$ cat src/rtl/keypad_matrix_emulator.sv
// keypad_matrix_emulator
//   Key-press responder for a 4x4 active-low keypad matrix. It sits on the
//   keypad side of the matrix. It pulls the selected row low while the
//   scanner strobes the key's column and the emulated contact is closed.
//   A press runs IDLE -> BOUNCE_IN -> HOLD -> BOUNCE_OUT -> GAP -> IDLE.
//   When bounce_en is set, the contact chatters during the two bounce
//   windows, driven by a 16-bit LFSR.
//
// Ports
//   clk          system clock
//   reset        asynchronous reset, active low
//   shift_col    column strobes from the scanner, active low
//   row          row lines to the scanner, active low, idle 4'hF
//   key_code     key to press: [3:2] row index, [1:0] column index
//   hold_cycles  stable-closed duration in cycles (0 behaves as 1)
//   bounce_en    1 = chatter in the bounce windows
//   press_valid  press request
//   press_ready  high only in IDLE
//   busy         high outside IDLE
//   contact      emulated contact state (1 = closed)
//   done         one-cycle pulse on the last GAP cycle
module keypad_matrix_emulator #(
   parameter int unsigned BOUNCE_CYCLES = 64,
   parameter int unsigned GAP_CYCLES    = 32,
   parameter logic [15:0] LFSR_SEED     = 16'hACE1
) (
   input  logic        clk,
   input  logic        reset,
   input  logic [3:0]  shift_col,
   output logic [3:0]  row,
   input  logic [3:0]  key_code,
   input  logic [15:0] hold_cycles,
   input  logic        bounce_en,
   input  logic        press_valid,
   output logic        press_ready,
   output logic        busy,
   output logic        contact,
   output logic        done
);

   localparam int unsigned MAX_BG = (BOUNCE_CYCLES > GAP_CYCLES) ? BOUNCE_CYCLES : GAP_CYCLES;
   localparam int unsigned MAXV   = (MAX_BG < 1) ? 1 : MAX_BG;
   localparam int unsigned CW     = $clog2(MAXV + 1);
   localparam logic [CW-1:0] B_LAST = CW'((BOUNCE_CYCLES > 0) ? BOUNCE_CYCLES - 1 : 0);
   localparam logic [CW-1:0] G_LAST = CW'((GAP_CYCLES > 0) ? GAP_CYCLES - 1 : 0);
   localparam bit HAS_BOUNCE = (BOUNCE_CYCLES != 0);
   localparam bit GAP_ONE    = (GAP_CYCLES <= 1);

   typedef enum logic [2:0] {
      S_IDLE,
      S_BOUNCE_IN,
      S_HOLD,
      S_BOUNCE_OUT,
      S_GAP
   } state_t;

   state_t        state_q;
   logic [CW-1:0] cnt_q;
   logic [15:0]   hold_cnt_q;
   logic [15:0]   hold_q;
   logic [3:0]    key_q;
   logic [15:0]   lfsr_q;
   logic [15:0]   lfsr_d;
   logic [15:0]   hold_last;
   logic          contact_q;
   logic          busy_q;
   logic          done_q;

   // Fibonacci LFSR, taps 16,14,13,11, shifting toward bit 0.
   assign lfsr_d    = {lfsr_q[0] ^ lfsr_q[2] ^ lfsr_q[3] ^ lfsr_q[5], lfsr_q[15:1]};
   assign hold_last = (hold_q == '0) ? '0 : hold_q - 16'd1;

   // contact_q is always loaded with the value for the cycle being entered.
   // In the bounce windows, the LFSR advances on the same edge, so during
   // any bounce cycle contact equals lfsr_q[0].
   always_ff @(posedge clk or negedge reset) begin
      if (!reset) begin
         state_q    <= S_IDLE;
         cnt_q      <= '0;
         hold_cnt_q <= '0;
         hold_q     <= '0;
         key_q      <= '0;
         lfsr_q     <= LFSR_SEED;
         contact_q  <= 1'b0;
         busy_q     <= 1'b0;
         done_q     <= 1'b0;
      end else begin
         done_q <= 1'b0;
         case (state_q)
            S_IDLE: begin
               if (press_valid) begin
                  key_q      <= key_code;
                  hold_q     <= hold_cycles;
                  cnt_q      <= '0;
                  hold_cnt_q <= '0;
                  busy_q     <= 1'b1;
                  if (HAS_BOUNCE) begin
                     state_q   <= S_BOUNCE_IN;
                     lfsr_q    <= lfsr_d;
                     contact_q <= bounce_en ? lfsr_d[0] : 1'b1;
                  end else begin
                     state_q   <= S_HOLD;
                     contact_q <= 1'b1;
                  end
               end
            end
            S_BOUNCE_IN: begin
               if (cnt_q == B_LAST) begin
                  state_q    <= S_HOLD;
                  hold_cnt_q <= '0;
                  contact_q  <= 1'b1;
               end else begin
                  cnt_q     <= cnt_q + CW'(1);
                  lfsr_q    <= lfsr_d;
                  contact_q <= bounce_en ? lfsr_d[0] : 1'b1;
               end
            end
            S_HOLD: begin
               if (hold_cnt_q == hold_last) begin
                  cnt_q <= '0;
                  if (HAS_BOUNCE) begin
                     state_q   <= S_BOUNCE_OUT;
                     lfsr_q    <= lfsr_d;
                     contact_q <= bounce_en ? lfsr_d[0] : 1'b0;
                  end else begin
                     state_q   <= S_GAP;
                     contact_q <= 1'b0;
                     done_q    <= GAP_ONE;
                  end
               end else begin
                  hold_cnt_q <= hold_cnt_q + 16'd1;
               end
            end
            S_BOUNCE_OUT: begin
               if (cnt_q == B_LAST) begin
                  state_q   <= S_GAP;
                  cnt_q     <= '0;
                  contact_q <= 1'b0;
                  done_q    <= GAP_ONE;
               end else begin
                  cnt_q     <= cnt_q + CW'(1);
                  lfsr_q    <= lfsr_d;
                  contact_q <= bounce_en ? lfsr_d[0] : 1'b0;
               end
            end
            S_GAP: begin
               contact_q <= 1'b0;
               if (cnt_q == G_LAST) begin
                  state_q <= S_IDLE;
                  busy_q  <= 1'b0;
               end else begin
                  cnt_q  <= cnt_q + CW'(1);
                  // done is registered, so raise it when entering the last GAP cycle
                  done_q <= ((cnt_q + CW'(1)) == G_LAST);
               end
            end
            default: begin
               state_q   <= S_IDLE;
               busy_q    <= 1'b0;
               contact_q <= 1'b0;
            end
         endcase
      end
   end

   // Row lines follow the column strobes with no added latency.
   always_comb begin
      row = 4'hF;
      if (contact_q && !shift_col[key_q[1:0]]) begin
         row[key_q[3:2]] = 1'b0;
      end
   end

   assign contact     = contact_q;
   assign busy        = busy_q;
   assign press_ready = ~busy_q;
   assign done        = done_q;

endmodule

$ cat config.mk
export PLATFORM = sky130hd
export DESIGN_NAME = keypad_matrix_emulator
export DESIGN_NICKNAME = d
export VERILOG_FILES = /design/src/rtl/keypad_matrix_emulator.sv
export SDC_FILE = /design/constraint.sdc
export NUM_CORES = 1
export LEC_CHECK = 0
export BUFFER_PORTS_ARGS = -buffer_cell sky130_fd_sc_hd__buf_2
export CAP_MARGIN = 15
export CORE_ASPECT_RATIO = 0.7
export CORE_MARGIN = 2
export CORE_UTILIZATION = 30
export DETAILED_ROUTE_END_ITERATION = 7
export PLACE_DENSITY = 0.55
export SKIP_CTS_REPAIR_TIMING = 1
export SLEW_MARGIN = 10
export SYNTH_ARGS = -nofsm -noshare
export SYNTH_HDL_FRONTEND = slang
export SYNTH_SLANG_ARGS = --single-unit
$ cat constraint.sdc
create_clock -name clk -period 4.5 [get_ports clk]
set_clock_uncertainty 0.1 [all_clocks]
set_input_delay 1.125 -clock clk [delete_from_list [all_inputs] [get_ports clk]]
set_output_delay 1.125 -clock clk [all_outputs]
set_load 0.05 [all_outputs]
# Word-level counts from Yosys, hierarchy flattened

Cells that the tools add are included.
Widths: inputs -> output; s select.

Memory bits (writable): 0
Bits in latches: 0
Output and inout bits: 8
Bits in read-only memories: 0
Memories: 0
Input port bits: 28
Logic and storage cells: 93
Register bits after elaboration: 65

Bitwise logic cells: 6
Div/mod/pow operators: 0
Equal/unequal tests: 17
Reductions and logical operators: 17
Add/sub/neg operators: 3
$lt $le $gt $ge: 3
$mul: 0
Mux-type cells: 38
Shift operators: 0

Operators by type and width:

| kind                  | count |
|---|---|
| $mux 16               | 7 |
| $pmux 16 s3           | 2 |
| $mux 7                | 5 |
| $pmux 7 s5            | 1 |
| $ne 2x2->1 const B    | 9 |
| $add 16x1->16 const B | 1 |
| $eq 16x16->1          | 1 |
| $logic_not 16->1      | 1 |
| $sub 16x1->16 const B | 1 |
| $mux 3                | 5 |
| $pmux 3 s5            | 1 |
| $eq 7x5->1 const B    | 2 |
| $mux 1                | 12 |
| $reduce_and 5->1      | 2 |
| $reduce_and 4->1      | 2 |
| $add 7x1->7 const B   | 1 |
| $eq 7x6->1 const B    | 1 |
| $eq 3x2->1 const B    | 2 |
| $lt 2x3->1 const B    | 2 |
| $reduce_bool 3->1     | 2 |
| $reduce_bool 5->1     | 1 |
| $mux 4                | 1 |
| $not 4->4             | 1 |
| $pmux 1 s4            | 1 |
| 15 further kinds      | 20 |

# Depth between registers and ports, before layout

Depth after elaboration: 6
Gate-level depth with buffers: 14
Depth with buffers taken out: 11

# Worst setup path after synthesis

OpenSTA, ideal clock, no wires.

Path kind: input to output
Start point: input shift_col[3]
End point: output row[0]
Setup slack: 1.060 ns
Cell stages on the path: 4
Path buffers: 0
Arrival: 2.215 ns
Data required time: 3.275 ns
Cells stage by stage: mux4_2 > nor2b_1 > nor2b_1 > nand2b_1

Longest elaborated chain between the ends: 5

RTL lines:

| element                      | line | source |
|---|---|---|
| start: declaration           | 29   | `input logic [3:0] shift_col,` |
| $bmux 1 s2                   | 169  | `if (contact_q && !shift_col[key_q[1:0]]) begin` |
| $mux 1 (implied by the code) | 169  |  |
| $logic_not 1->1              | 169  |  |
| $logic_and 1x1->1            | 169  |  |
| $mux 4                       | 169  |  |
| end: declaration             | 30   | `output logic [3:0] row,` |

Every way passes these cells. The select of a mux whose other input is x is not followed.

# Final worst setup path

Start point: register hold_q[2]
End point: register lfsr_q[3]

Longest elaborated chain between the ends: 5
Elaborated cells between the ends (all ways): 6
Those cells by class: add/sub: 1; eq/ne: 2; mux: 1; reduce/logical: 2

RTL lines:

| element                                                  | line | source |
|---|---|---|
| start: declaration                                       | 60   | `logic [15:0] hold_q;` |
| start signal: assignment                                 | 93   | `hold_q <= hold_cycles;` |
| $sub 16x1->16 / $logic_not 16->1 (equally long branches) | 71   | `assign hold_last = (hold_q == '0) ? '0 : hold_q - 16'd1;` |
| $mux 16 *                                                | 71   |  |
| $eq 16x16->1 *                                           | 119  | `if (hold_cnt_q == hold_last) begin` |
| $ne 2x2->1 (no source line) *                            | n/a  |  |
| $reduce_and 4->1 (no source line) *                      | n/a  |  |
| end signal: assignment                                   | 114  | `lfsr_q <= lfsr_d;` |
| end signal: assignment                                   | 123  | `lfsr_q <= lfsr_d;` |
| end signal: assignment                                   | 142  | `lfsr_q <= lfsr_d;` |
| end: declaration                                         | 62   | `logic [15:0] lfsr_q;` |

Mark *: on every way between the ends. The rest lies on a longest branch, timed or not.
A chain may end at the register's enable or synchronous reset.

==> results.sh <==
export IMPL_io_pins=36
export IMPL_path_clk_slew_ps=60
export IMPL_globalRouteTotalUtil_pct=13.7
export IMPL_ir_drop_v=0.000179
export IMPL_critPathSlowestCell="o311ai_4"
export IMPL_worst_pin_slew_ps=995
export IMPL_min_delay_start="cnt_q[6]$_DFFE_PN0P_"
export IMPL_die_w_microns=144
export IMPL_netlist_area_sq_um=4090
export IMPL_initial_core_util_pct=30.9
export IMPL_wire_per_inst_microns=14.6
export IMPL_ys_seq_area_share_pct=40.0
export IMPL_coreArea_sq_um=13200
export IMPL_ctsLongestPathBuffers=2
export IMPL_critPathRequiredTime_ps=4620
export IMPL_slew_headroom_pct=33.3
export IMPL_area_delta_synth_final_pct=16.6
export IMPL_antennaDiodeCount=0
export IMPL_rsz0062_at_grt="no"
export IMPL_crit_chain="nor4_1 > nand4_1 > nor3_1 > xnor3_1 > nand4_1 > o311a_2 > and4bb_4 > o311ai_4 > mux2_2"
export IMPL_slew_viol_final=0
export IMPL_hold_viol=0
export IMPL_path_class="reg -> reg"
export IMPL_period_share_pct=87.9
export IMPL_totalWireLength_mm=9.43
export IMPL_endpoint_kind="flip-flop"
export IMPL_die_y_microns=102
export IMPL_dp_hpwl_mm=7.06
export IMPL_yosys_warnings=0
export IMPL_dp_worst_setup_slack_ps=546
export IMPL_synth_ff_type="dfrtp_1"
export IMPL_cts_max_level=3
export IMPL_port_buffers=35
export IMPL_drv_cap=0
export IMPL_reg2reg_slack_ps=550
export IMPL_grt_pass1_wl_mm=15.7
export IMPL_num_vias=3292
export IMPL_timing_setup_tns_ps=0
export IMPL_leakage_uw=0.00198
export IMPL_grt_pass1_vias=3077
export IMPL_path_max_fanout=17
export IMPL_nets=487
export IMPL_seqCellArea_sq_um=1640
export IMPL_synth_cell_types=73
export IMPL_rr_startpoint="hold_q[2]$_DFFE_PN0P_"
export IMPL_syn_avg_cell_area_sq_um=9.74
export IMPL_rr_worst_depth=9
export IMPL_antenna_found_initial=0
export IMPL_synth_edff_count=0
export IMPL_final_common_cell="dfrtp_1"
export IMPL_synthCells=420
export IMPL_whs_path_depth=1
export IMPL_layout_drive_gt1_share_pct=26.7
export IMPL_min_period_ps=3950
export IMPL_critPathLaunch="hold_q[2]$_DFFE_PN0P_"
export IMPL_drtPass1Iterations=4
export IMPL_crit_top_cell="nand4_1"
export IMPL_p_total_uw=2130
export IMPL_utilization_pct=36.1
export IMPL_final_cell_mix="dfrtp_1 (57), nand2_1 (37), buf_2 (35)"
export IMPL_setup_violations=0
export IMPL_cts_made_buffers=9
export IMPL_grt_max_degree=28
export IMPL_vias_per_cell=5.10
export IMPL_num_rows=35
export IMPL_multi_input_area_sq_um=2300
export IMPL_nFillCells=1342
export IMPL_clock_sinks=65
export IMPL_dieArea_sq_um=14600
export IMPL_arrival_ps=4080
export IMPL_design_area_sq_um=4770
export IMPL_ant_nets=0
export IMPL_async_reset_ff_share_pct=100
export IMPL_synth_seq_cells=65
export IMPL_cp_num_buf_inv=0
export IMPL_globalRoute_totalOverflow=0
export IMPL_clock_latency_ps=340
export IMPL_fin_ws_ps=546
export IMPL_r2r_end="lfsr_q[3]$_DFFE_PN0P_"
export IMPL_clock_fmax_ghz=0.253
export IMPL_gp_routability_congestion=0.856
export IMPL_synth_nets=452
export IMPL_start_kind="flip-flop"
export IMPL_root_buffer="clkbuf_16"
export IMPL_initialDrtViolationCount=206
export IMPL_cts_tree="yes"
export IMPL_status="finished clean"
export IMPL_critical_path_max_stage_delay_ps=820
export IMPL_hold_path_end="cnt_q[6]$_DFFE_PN0P_"
export IMPL_power_density_nw_per_um2=446
export IMPL_hold_class="reg -> reg"
export IMPL_critPathTopFamily="simple AND/OR/NAND/NOR gates"
export IMPL_drc=0
export IMPL_placed_cell_area_sq_um=4460
[cell families (layout without fill, tap and decap cells)]
family,Yosys count,in the layout,share of synthesized area [%]
DFF,65,65,40.0
adders and majority gates,4,4,1.22
muxes,36,36,11.0
AOI/OAI and AO/OA,89,89,15.8
xor gates and xnor gates,19,19,4.40
buffers and inverters,35,75,3.88
and+or+nand+nor,172,172,23.7
[cell usage after synthesis, drive strengths merged (4+ instances only)]
master	n	area (sq um)
ha	4	50.1
a21oi	18	90.1
nand3	17	85.1
nand4	7	50.1
a21o	7	52.6
buf	5	46.3
or4	6	45.0
o31ai	6	58.8
clkbuf	13	48.8
xor2	5	43.8
and3	4	30.0
nor2b	7	43.8
dfstp	8	210
o21ai	25	133
nor3	16	80.1
dfrtp	57	1430
nor2	33	126
inv	17	63.8
mux2	33	405
xnor2	13	114
nand2b	5	31.3
nor4	11	96.3
nand2	37	139
or3	9	61.3
[power breakdown]
part           internal [uW]  switching, uW
Combinational            265            313
Sequential               675            159
Clock                    459            256
[worst max-delay path by stage]
stage / endpoint / depth (start not counted)
finish: lfsr_q[3]$_DFFE_PN0P_ / 9
global route: lfsr_q[3]$_DFFE_PN0P_ / 9
CTS: lfsr_q[3]$_DFFE_PN0P_ / 9
detailed placement: lfsr_q[3]$_DFFE_PN0P_ / 9
global placement: lfsr_q[1]$_DFFE_PN0P_ / 9
floorplan: row[0] / 4
[sequential cells by signal, summed over array words and instances (netlist names)]
signal,cells
key_q,4
state_q,3
hold_cnt_q,16
done,1
lfsr_q,16
cnt_q,7
busy,1
contact,1
hold_q,16
[layout make-up]
| cell class | instances | area share (%) |
|---|---|---|
| Timing Repair Buffer | 42 | 4.78 |
| Clock buffer | 12 | 5.38 |
| Tap cell | 185 | 4.85 |
| Multi-Input combinational cell | 320 | 48.2 |
| Clock inverter | 4 | 1.10 |
| Inverter | 17 | 1.34 |
| Sequential cell | 65 | 34.3 |
[metal layers]
metal	track usage (%)	up-vias	share of wire [%]
met5	0	-	0
met4	3.02	0	0.81
met1	20.3	1611	53
met2	19.6	60	41
met3	4.16	7	4.8
li1	-	1614	-
[metrics by stage]
step / hold slack (ps) / std cells
after floorplan: 341 / 420
after global placement: 370 / 629
after detailed placement: 378 / 629
after CTS: 398 / 645
after global routing: 407 / 645
final: 396 / 645
Power figures use the tool's default switching activity.
